File: src/rtl/rr_arb4_pkg.sv
`default_nettype none
// ============================================================================
//  Module      : rr_arb4_pkg
//  Description : Shared widths, limits and FSM encoding for the 4-requester
//                round-robin arbiter and its picker.
//  Revision    : 1.0  initial release
// ============================================================================
package rr_arb4_pkg;

   localparam int NUM_REQ = 4;
   localparam int IDX_W   = 2;
   localparam int CNT_W   = 8;

   // Ceiling of the saturating hold counter and of the per-requester counters.
   localparam logic [CNT_W-1:0] CNT_MAX = {CNT_W{1'b1}};

   typedef enum logic [0:0] {
      IDLE  = 1'b0,
      GRANT = 1'b1
   } arb_state_e;

endpackage : rr_arb4_pkg
`default_nettype wire

File: src/rtl/rr_pick4.sv
`default_nettype none
// ============================================================================
//  Module      : rr_pick4
//  Description : Combinational rotating-priority picker. Returns the first set
//                bit of mask scanning ptr, ptr+1, ... wrapping mod 4.
//  Revision    : 1.0  initial release
// ============================================================================
module rr_pick4
   import rr_arb4_pkg::*;
(
   input  logic [NUM_REQ-1:0] mask,
   input  logic [IDX_W-1:0]   ptr,
   output logic [IDX_W-1:0]   idx,
   output logic               any
);

   logic [IDX_W-1:0] w_pos;

   // Scan from the farthest offset back to ptr so the closest set bit wins.
   always_comb begin
      idx   = ptr;
      any   = |mask;
      w_pos = ptr;
      for (int k = NUM_REQ - 1; k >= 0; k--) begin
         w_pos = ptr + IDX_W'(k);
         if (mask[w_pos]) begin
            idx = w_pos;
         end
      end
   end

endmodule : rr_pick4
`default_nettype wire

File: src/rtl/rr_arb4_sel.sv
`default_nettype none
// ============================================================================
//  Module      : rr_arb4_sel
//  Description : 4-requester round-robin arbiter with grant hold and forced
//                rotation after HOLD_MAX cycles. Produces a grant index and
//                enable intended for a 2-to-4 decoder. All outputs registered.
//                Optional per-requester grant counters under the macro
//                RR_ARB4_STATS_EN (adds stats_clr input, grant_stats output).
//  Revision    : 1.0  initial release
// ============================================================================
module rr_arb4_sel
   import rr_arb4_pkg::*;
#(
   parameter int HOLD_MAX = 8,
   parameter int PTR_INIT = 0
)
(
   input  logic               clk,
   input  logic               rst_n,
   input  logic [NUM_REQ-1:0] req,
`ifdef RR_ARB4_STATS_EN
   input  logic               stats_clr,
   output logic [31:0]        grant_stats,
`endif
   output logic [IDX_W-1:0]   grant_idx,
   output logic               grant_en,
   output logic               grant_new,
   output logic [CNT_W-1:0]   hold_cnt
);

   localparam logic [CNT_W-1:0] C_HOLD_LAST = CNT_W'(HOLD_MAX - 1);
   localparam logic [IDX_W-1:0] C_PTR_INIT  = IDX_W'(PTR_INIT);

   arb_state_e         r_state;
   logic [IDX_W-1:0]   r_ptr;

   arb_state_e         w_state_nxt;
   logic [IDX_W-1:0]   w_ptr_nxt;
   logic [IDX_W-1:0]   w_idx_nxt;
   logic               w_en_nxt;
   logic               w_new_nxt;
   logic [CNT_W-1:0]   w_cnt_nxt;
   logic               w_take;

   logic [NUM_REQ-1:0] w_others;
   logic [NUM_REQ-1:0] w_mask;
   logic [IDX_W-1:0]   w_pick_idx;
   logic               w_pick_any;

   // Requesters other than the current holder; in IDLE the whole req vector
   // competes, so one picker serves both states.
   assign w_others = req & ~(NUM_REQ'(1) << grant_idx);
   assign w_mask   = (r_state == IDLE) ? req : w_others;

   rr_pick4 u_pick (
      .mask (w_mask),
      .ptr  (r_ptr),
      .idx  (w_pick_idx),
      .any  (w_pick_any)
   );

   // Next-state and next-output decision: new grant, release to idle, or hold.
   always_comb begin
      w_state_nxt = r_state;
      w_ptr_nxt   = r_ptr;
      w_idx_nxt   = grant_idx;
      w_en_nxt    = grant_en;
      w_new_nxt   = 1'b0;
      w_cnt_nxt   = hold_cnt;
      w_take      = 1'b0;

      case (r_state)
         IDLE: begin
            if (w_pick_any) begin
               w_take = 1'b1;
            end else begin
               w_en_nxt = 1'b0;
            end
         end
         GRANT: begin
            if (!req[grant_idx]) begin
               // Release takes precedence over a coincident hold expiry.
               if (w_pick_any) begin
                  w_take = 1'b1;
               end else begin
                  w_state_nxt = IDLE;
                  w_en_nxt    = 1'b0;
                  w_cnt_nxt   = '0;
               end
            end else if ((hold_cnt == C_HOLD_LAST) && w_pick_any) begin
               w_take = 1'b1;
            end else if (hold_cnt != CNT_MAX) begin
               w_cnt_nxt = hold_cnt + CNT_W'(1);
            end
         end
         default: begin
            w_state_nxt = IDLE;
            w_en_nxt    = 1'b0;
         end
      endcase

      // The new grantee drops to lowest priority for the next decision.
      if (w_take) begin
         w_state_nxt = GRANT;
         w_idx_nxt   = w_pick_idx;
         w_en_nxt    = 1'b1;
         w_new_nxt   = 1'b1;
         w_cnt_nxt   = '0;
         w_ptr_nxt   = w_pick_idx + IDX_W'(1);
      end
   end

   // State, pointer and registered outputs; async assert of reset.
   always_ff @(posedge clk or negedge rst_n) begin
      if (!rst_n) begin
         r_state   <= IDLE;
         r_ptr     <= C_PTR_INIT;
         grant_idx <= '0;
         grant_en  <= 1'b0;
         grant_new <= 1'b0;
         hold_cnt  <= '0;
      end else begin
         r_state   <= w_state_nxt;
         r_ptr     <= w_ptr_nxt;
         grant_idx <= w_idx_nxt;
         grant_en  <= w_en_nxt;
         grant_new <= w_new_nxt;
         hold_cnt  <= w_cnt_nxt;
      end
   end

`ifdef RR_ARB4_STATS_EN
   logic [CNT_W-1:0] r_stat_cnt [NUM_REQ];

   for (genvar i = 0; i < NUM_REQ; i++) begin : g_stat
      // Saturating count of grants issued to requester i; clear wins.
      always_ff @(posedge clk or negedge rst_n) begin
         if (!rst_n) begin
            r_stat_cnt[i] <= '0;
         end else if (stats_clr) begin
            r_stat_cnt[i] <= '0;
         end else if (grant_new && (grant_idx == IDX_W'(i)) &&
                      (r_stat_cnt[i] != CNT_MAX)) begin
            r_stat_cnt[i] <= r_stat_cnt[i] + CNT_W'(1);
         end
      end
      assign grant_stats[i*CNT_W +: CNT_W] = r_stat_cnt[i];
   end
`endif

endmodule : rr_arb4_sel
`default_nettype wire
File: config.mk
export PLATFORM = sky130hd
export DESIGN_NAME = rr_arb4_sel
export DESIGN_NICKNAME = d
export VERILOG_FILES = /design/src/rtl/rr_arb4_pkg.sv /design/src/rtl/rr_pick4.sv /design/src/rtl/rr_arb4_sel.sv
export SDC_FILE = /design/constraint.sdc
export NUM_CORES = 1
export LEC_CHECK = 0
export ABC_AREA = 0
export BUFFER_PORTS_ARGS = -buffer_cell sky130_fd_sc_hd__buf_2
export CAP_MARGIN = 20
export CORE_UTILIZATION = 39
export CTS_BUF_LIST = sky130_fd_sc_hd__clkbuf_4 sky130_fd_sc_hd__clkbuf_8
export CTS_CLUSTER_DIAMETER = 200
export DETAILED_ROUTE_END_ITERATION = 8
export PLACE_DENSITY = 0.64
export SLEW_MARGIN = 20
export SYNTH_ARGS = -nofsm -noshare
export SYNTH_HDL_FRONTEND = slang
export SYNTH_SLANG_ARGS = --single-unit
File: constraint.sdc
create_clock -name clk -period 4.7 [get_ports clk]
set_input_delay 0.47 -clock clk [delete_from_list [all_inputs] [get_ports clk]]
set_output_delay 0.47 -clock clk [all_outputs]
set_load 0.1 [all_outputs]
# Word-level counts from Yosys, hierarchy flattened
# Index checks and enable logic that the tools add are counted.
[totals]
regBits = 15
in_bits = 6
output_inout_bits = 12
[op_classes]
add_sub_neg = 5
order_cmp = 5
n_eq_ne = 6
n_shift = 1
n_mux = 33
n_bitwise = 3
n_reduce_logical = 4
[ops]
columns = ["cell", "n"]
rows = [
  ["8-bit two-way mux", 6],
  ["2-bit by 3-bit < comparator with 1-bit output, second input constant", 5],
  ["1-bit two-way mux", 15],
  ["1-bit binary-select mux with 2-bit select", 5],
  ["8-bit by 1-bit adder with 8-bit output, second input constant", 1],
  ["8-bit by 3-bit == test with 1-bit output, second input constant", 1],
  ["2-bit two-way mux", 4],
  ["8-bit != test, second input constant", 1],
  ["3-bit by 2-bit != test with 1-bit output, second input constant", 2],
  ["3-bit != test, second input constant", 2],
  ["2-bit by 1-bit adder with 2-bit output, second input constant", 2],
  ["2-bit adder, second input constant", 2],
  ["4-bit AND", 1],
  ["4-bit two-way mux", 1],
  ["4-bit NOT", 1],
  ["1-bit case mux with 2 select lines", 2],
  ["4-bit AND reduction", 1],
  ["4-bit OR reduction", 1],
  ["1-bit by 2-bit left shift with 4-bit output, first input constant", 1],
  ["2-bit nonzero test", 1],
  ["1-bit logical AND", 1],
  ["1-bit NOT", 1],
]

# Longest topological paths before layout
# Gate-level depths: netlist (run 1).
[depth]
word_depth = 11
depth_mapped = 8
ltp_nobuf = 7

# Modules after synthesis
# A second synthesis (run 1) with hierarchy kept.
[hier_totals]
hier_cells = 94
area_unflattened_um2 = 934.6
[modules_own_cells]
columns = ["mod", "n_inst", "cells_each", "area_each_um2"]
rows = [
  ["rr_arb4_sel", 1, 78, 834.6],
  ["rr_pick4", 1, 16, 100.1],
]

# Least setup slack after synthesis (run 1)
# OpenSTA, ideal clock, no wires.
[synth_path]
path_type = "register to register"
startpoint = "register hold_cnt[0]"
endpoint = "register hold_cnt[0]"
setup_time_ps = 120
arrival_time_ps = 2346
slack_ps = 2234
stages_incl_launch_ff = 9
path_cell_list = "dfrtp_1 -> ha_1 -> and2_1 -> clkbuf_1 -> and3_2 -> a21oi_2 -> buf_4 -> nor3b_2 -> a21o_1"
[synth_via]
elab_chain_len = 7
[synth_lines]
columns = ["element", "line", "rtl"]
rows = [
  ["from (decl)", "rr_arb4_sel.sv:28", "output logic [CNT_W-1:0] hold_cnt"],
  ["from (signal assigned)", "rr_arb4_sel.sv:128", "hold_cnt <= w_cnt_nxt;"],
  ["branches (longest 7 deep; another with 8-bit by 1-bit adder with 8-bit output)", "-", ""],
]
# Parallel ways; which one is timed is not known. The select of a mux whose other input is x is not followed.
# A chain may end at the register's enable or synchronous reset.

# Worst setup path in the final report (run 1)
[layout_path]
startpoint = "register grant_idx[0]"
endpoint = "register hold_cnt[0]"
[layout_via]
elab_chain_len = 11
[layout_lines]
columns = ["element", "line", "rtl"]
rows = [
  ["from (decl)", "rr_arb4_sel.sv:25", "output logic [IDX_W-1:0] grant_idx,"],
  ["from (signal assigned)", "rr_arb4_sel.sv:125", "grant_idx <= w_idx_nxt;"],
  ["1-bit by 2-bit left shift with 4-bit output", "rr_arb4_sel.sv:52", "assign w_others = req & ~(NUM_REQ'(1) << grant_idx);"],
  ["4-bit NOT", "rr_arb4_sel.sv:52", ""],
  ["4-bit AND", "rr_arb4_sel.sv:52", ""],
  ["4-bit two-way mux", "rr_arb4_sel.sv:53", "assign w_mask = (r_state == IDLE) ? req : w_others;"],
  ["4-bit OR reduction", "rr_pick4.sv:22", "any = |mask;"],
  ["1-bit logical AND", "rr_arb4_sel.sv:90", "end else if ((hold_cnt == C_HOLD_LAST) && w_pick_any) begin"],
  ["1-bit two-way mux", "rr_arb4_sel.sv:90", ""],
  ["1-bit two-way mux", "rr_arb4_sel.sv:81", "if (!req[grant_idx]) begin"],
  ["1-bit case mux with 2 select lines", "rr_arb4_sel.sv:72", "case (r_state)"],
  ["3-bit by 2-bit != test with 1-bit output (no source line), or another cell as far along", "-", ""],
  ["4-bit AND reduction (no source line)", "-", ""],
]
# Parallel ways exist; a longest one is shown, timed or not. The select of a mux whose other input is x is not followed.

==> impl_metrics.ini, run 1 <==
[timing]
rsz0062_at_grt = false
layout_min_cycle_time_ps = 2187
setup_violations = 0
finalHoldViolCount = 0
skew_ps = 1.651
worst_pin_slew_ps = 486.0
fmax_ghz = 0.4572
timing.setup.tns_ps = 0
slew_violations = 0
fin_crit_sh_pct = 46.54
setup_slack_ps = 2513
relSlewSlack_pct = 67.82

[clocking]
postCtsSetupBuffers = 0
numCtsBuffers = 3
ctsHoldBuffers = 0
cts_root_buf = clkbuf_4
htreeDepth = 1
cts_max_path_buffers = 2
ctsResizeCount = 0
clock_sinks = 15
insertion_delay_ps = 280
clk_pin_slew_worst_paths_ps = 80
cts_tree = done

[layout]
area_delta_synth_final_pct = 10.96
mostFrequentLayoutCell = buf_2
drive_gt1_share_pct = 30.00
antenna_cells = 0
final_nets = 138
mostFrequentLayoutCells = buf_2, dfrtp_1, nor2_1

[power]
p_switching_uw = 481.7
swShare_pct = 53.47
vdd_drop_max_mv = 0.6449
internal_power_uw = 419.1
leakagePower_uw = 0.0005501
power.share.combinational_pct = 65.1
pwr-share-clk_pct = 8.5
p_seq_share_pct = 26.3
p_per_area_nw_per_um2 = 748.4

[placement]
place_ws_ps = 2547
hpwl_mm = 1.667
port_buffers = 17
routabilityCongestion = 0.8252

[global_routing]
grt_use_total_pct = 17.51
grt_pass1_wl_mm = 3.732
grt.met2_usage_pct = 23.69
met3_usage_pct = 6.111
grt_remaining_overflow = 0
grt_pass1_vias = 818
busiest_layer = met1
grt_max_degree = 16
antenna_found_initial = 0
use_met1_pct = 25.64

[yosys]
synthTopCellsByArea = dfrtp_1, mux2_2, nor2_1
synth_edf_count = 0
syn-num-nets = 120
async_reset_ff_share_pct = 100.0
synth_top_area_share_pct = 34.60
yosysWarningCount = 0
ys_seq_elements = 15
ys_seq_area_share_pct = 34.60
synth_ff_type = dfrtp_1
synth_area_per_cell_sq_um = 9.600
synth_area_sq_um = 1085
ys_types = 51
synthCells = 113
synth_top_cell_by_area = dfrtp_1

[floorplanning]
core_area_sq_um = 2545
die_h_microns = 54.74
die-width_microns = 54.74
std_cell_rows = 18
die-area_sq_um = 2996
start_util_pct = 42.63
ios = 18

[setup_path]
path_max_fanout = 12
setup.worst_path.end_class = register
crit_type = register to register
slowest_delay_ps = 580
startpoint = grant_idx[0]
cpMaxStageDelayCell = dfrtp_1
path_cells = mux2_2, o22a_1, or2_4, a21oi_2, nor3b_2, a21o_1
arrival_ps = 2410
r2r-start = grant_idx[0]
startpoint_type = register
cp.required_ps = 4920

[routing]
drc = 0
viasPerCell = 5.794
firstDrtPassIters = 4
wl_mm = 2.212
num_vias = 927
detail-route-antenna-nets = 0
drt_iter0_markers = 34
wire_per_inst_microns = 13.83

[hold_path]
min_path_type = input pin to async pin

[flow_run]
cap_violations = 0

[status]
status = complete, no violations
metal layers:
metal	up-vias	part of all wire, %
met5	-	0
met4	0	0
met3	0	4.3
met2	22	44
met1	434	51
li1	471	-
synthesized netlist by cell type, types with 2 or more instances:
cell,count
nand2b_1,2
o21ai_0,4
a31oi_1,4
inv_1,3
mux2_2,6
nand4_1,2
a211oi_1,2
or3_1,2
and3_2,2
dfrtp_1,15
buf_6,2
and2_1,2
nor2_1,12
a21o_1,2
nand2_1,7
nand3_1,4
a22o_1,2
a21oi_1,6
xor2_1,2
through the flow:
stage	power [uW]	hold slack, ps	instance area (sq um)	instances	util [%]
floorplan	749.3	174.4	1085	113	-
CTS	904.4	83.87	1204	160	47.30
global placement	812.5	391.4	1174	156	46.12
global route	962.7	93.56	1204	160	47.30
detailed placement	823.1	394.4	1174	156	46.12
finish	900.8	78.97	1204	160	47.30
worst paths after layout:
check                                    to  depth (start not counted)  slack, ps
max in group asynchronous       hold_cnt[6]                          1       4370
worst max-delay path            hold_cnt[0]                          6       2510
worst min-delay path               grant_en                          1         80
worst min register to register     grant_en                          1        510
worst max register to register  hold_cnt[0]                          6       2510
min in group clk                   grant_en                          1        510
sequential cells by signal, summed over array words and instances (netlist names):
name and count:
grant_en 1, grant_idx 2, grant_new 1, hold_cnt 8
r_ptr 2, r_state 1
layout make-up:
cell class,instances,area [sq um]
sequential,15,375.4
inverter,3,11.26
multi-input combinational,91,664.4
fill,243,1341
tap,30,37.54
timing repair buffer,17,85.08
clock buffer,4,30.03
cell families after synthesis:
| logic type | count (synthesis) | synth area share, % |
|---|---|---|
| compound gates | 36 | 25.03 |
| xor+xnor | 4 | 3.922 |
| fa+ha+maj | 1 | 1.153 |
| buf+inv | 7 | 4.152 |
| flops | 15 | 34.60 |
| mux | 7 | 8.651 |
| simple gates | 43 | 22.49 |
critical path: cells and delay by family (launching register included):
kind / cells / cell delay [ps]
AND/OR/NAND/NOR: 2 / 500
flip-flops: 1 / 580
AO/OA/AOI/OAI: 3 / 670
multiplexers: 1 / 380
power groups by stage:
stage / Clock [uW] / Sequential, uW / Combinational, uW
final: 76.9 / 237 / 587
after global routing: 85.7 / 246 / 631
after CTS: 80.2 / 237 / 588
after detailed placement: 0 / 239 / 584
after global placement: 0 / 235 / 577
after floorplan: 0 / 391 / 359
Note: power is estimated with default switching activity, not from simulation.
==> inputs of run 2 (changes only) <==
ABC_AREA = 1   (was 0)
PLACE_DENSITY = 0.66   (was 0.64)
clock period = 1.9 ns   (was 4.7 ns; I/O delays follow)
==> run 2 against run 1 <==
Compared with the run above:
- critical path depth grew 7
- largest power group unchanged
- via count up 13%
- largest cell class unchanged
- non-clock buffer count grew 5
- highest routed layer is now met4
- power grew to 2.9 times the previous value
- combinational power grew to 3.2 times the previous value
- global-route usage rose by 1.2 points
- first-iteration DRC count shrank 35%
==> impl_metrics.ini, run 2 <==
[layout]
drive_gt1_share_pct = 37.06
top_register = hold_cnt
fill_cells = 254
antenna_cells = 0
top_regs = hold_cnt: 8 flops, grant_idx: 2 flops, r_ptr: 2 flops
largest_register_ffs = 8
ff_latch_area_sq_um = 392.9
mostFrequentLayoutCell = nand2_1
area_delta_synth_final_pct = 21.16
stdcell_count = 200
mostFrequentLayoutCells = nand2_1, nand3_1, buf_2
final_nets = 178
multi_input_area_sq_um = 638.1

[timing]
relSlewSlack_pct = 67.49
fin_crit_sh_pct = 94.82
finalHoldViolCount = 0
layout_min_cycle_time_ps = 1802
setup_violations = 0
timing.setup.tns_ps = 0
skew_ps = 4.545
fmax_ghz = 0.5551
worst_pin_slew_ps = 491.0
rsz0062_at_grt = false
slew_violations = 0

[routing]
firstDrtPassIters = 4
num_vias = 1050
wl_mm = 2.492
detail-route-antenna-nets = 0
viasPerCell = 5.250
drc = 0
drt_iter0_markers = 22
wire_per_inst_microns = 12.46

[global_routing]
grt_max_degree = 16
grt_remaining_overflow = 0
grt_pass1_wl_mm = 3.919
grt_pass1_vias = 968
grt_use_total_pct = 18.74
antenna_found_initial = 0

[floorplanning]
start_util_pct = 42.28
die_h_microns = 54.53
die-area_sq_um = 2973
ios = 18
core_area_sq_um = 2545
die-width_microns = 54.53
std_cell_rows = 18

[yosys]
synth_top_area_share_pct = 34.88
ys_seq_elements = 15
yosysMostFrequentCell = nand2_1
synth_edf_count = 0
ys_types = 27
synth_commonest_cells = nand2_1, nand3_1, dfrtp_1, inv_1, nor2_1
synth_area_per_cell_sq_um = 7.421
synth_area_sq_um = 1076
synth_ff_type = dfrtp_1
async_reset_ff_share_pct = 100.0
synth_top_cell_by_area = dfrtp_1
yosysWarningCount = 0
syn-num-nets = 152
synthCells = 145
ys_seq_area_share_pct = 34.88
synthTopCellsByArea = dfrtp_1, nand2_1, nand3_1

[hold_path]
min_path_type = input pin to register
hp-start = req[0]

[setup_path]
path_max_fanout = 9
setup.worst_path.end_class = register
arrival_ps = 1980
crit_type = register to register
r2r_slack_ps = 100
r2r-start = hold_cnt[1]
cp.required_ps = 2080
startpoint_type = register
startpoint = hold_cnt[1]

[clocking]
cts_root_buf = clkbuf_4
htreeDepth = 1
clock_sinks = 15
numCtsBuffers = 3
clk_pin_slew_worst_paths_ps = 90
insertion_delay_ps = 290
cts_tree = done
cts_max_path_buffers = 2

[status]
status = complete, no violations

[placement]
hpwl_mm = 1.946
port_buffers = 17
routabilityCongestion = 0.8033
dp_cells = 191

[flow_run]
cap_violations = 0

[power]
leakagePower_uw = 0.0006325
p_per_area_nw_per_um2 = 2010
vdd_drop_max_mv = 1.063
-- run 2: stage by stage --
stage | total power (uW) | setup WS, ps | area, sq um | hold WS, ps | utilization, %
after CTS | 2540 | 102.7 | 1274 | 322.9 | 50.05
after floorplan | 2043 | 6.466 | 1116 | -105.6 | -
after global routing | 2832 | 1.043 | 1304 | 342.4 | 51.23
final | 2621 | 98.38 | 1304 | 318.2 | 51.23
after detailed placement | 2338 | 141.4 | 1234 | 117.9 | 48.48
after global placement | 2292 | 187.0 | 1234 | 116.5 | 48.48
-- run 2: routing by layer --
layer  GRT usage [%]  vias to the layer above  routed length [microns]
li1                -                      529                        -
met5               0                        -                        0
met4           8.974                        0                       41
met1           20.21                      493                     1064
met3           1.667                        5                       79
met2           35.98                       23                     1306
-- run 2: cell type report --
class                      instances  share of cell area [%]
clock buffer                       4                   2.303
inverter                          18                   6.142
multi-input combinational        111                   48.94
sequential                        15                   30.13
tap                               30                   2.879
timing repair buffer              22                   9.597
-- run 2: final timing paths --
check / end / cells past startpoint
min reg2reg: grant_en / 2
min in group asynchronous: hold_cnt[5] / 2
min: r_state / 4
max in group asynchronous: hold_cnt[0] / 2
max: hold_cnt[3] / 13
max reg2reg: hold_cnt[3] / 13
-- run 2: cells by family (layout without fill, tap and decap cells) --
group	count (synthesis)	after routing	synth area share [%]
and+or+nand+nor	93	93	45.47
DFF	15	15	34.88
AOI/OAI and AO/OA	15	15	8.954
buffers and inverters	19	44	7.906
adders and majority gates	1	1	1.163
xor gates and xnor gates	2	2	1.628
-- run 2: what timing repair did --
item / in CTS / in global routing
endpoints found under the hold margin: 15 / 0
endpoints found under the setup margin: 0 / 2
hold buffers: 1 / 0
gates resized for setup: 0 / 1
setup buffers: 0 / 4
-- run 2: critical path, stage by stage, from the launching register on --
cell,delay [ps]
dfrtp_4,510
ha_4,170
nand2_1,90
inv_2,60
nand4_1,100
nand3_2,90
nand2_4,140
inv_8,60
nor2_8,140
nand2_4,60
nand2_4,100
inv_6,50
nand2_1,70
o21ai_2,50
-- run 2: where the power goes --
group / total [uW] / switching [uW] / internal (uW)
clock: 199 / 103 / 96.0
sequential: 550 / 117 / 433
combinational: 1870 / 1310 / 564
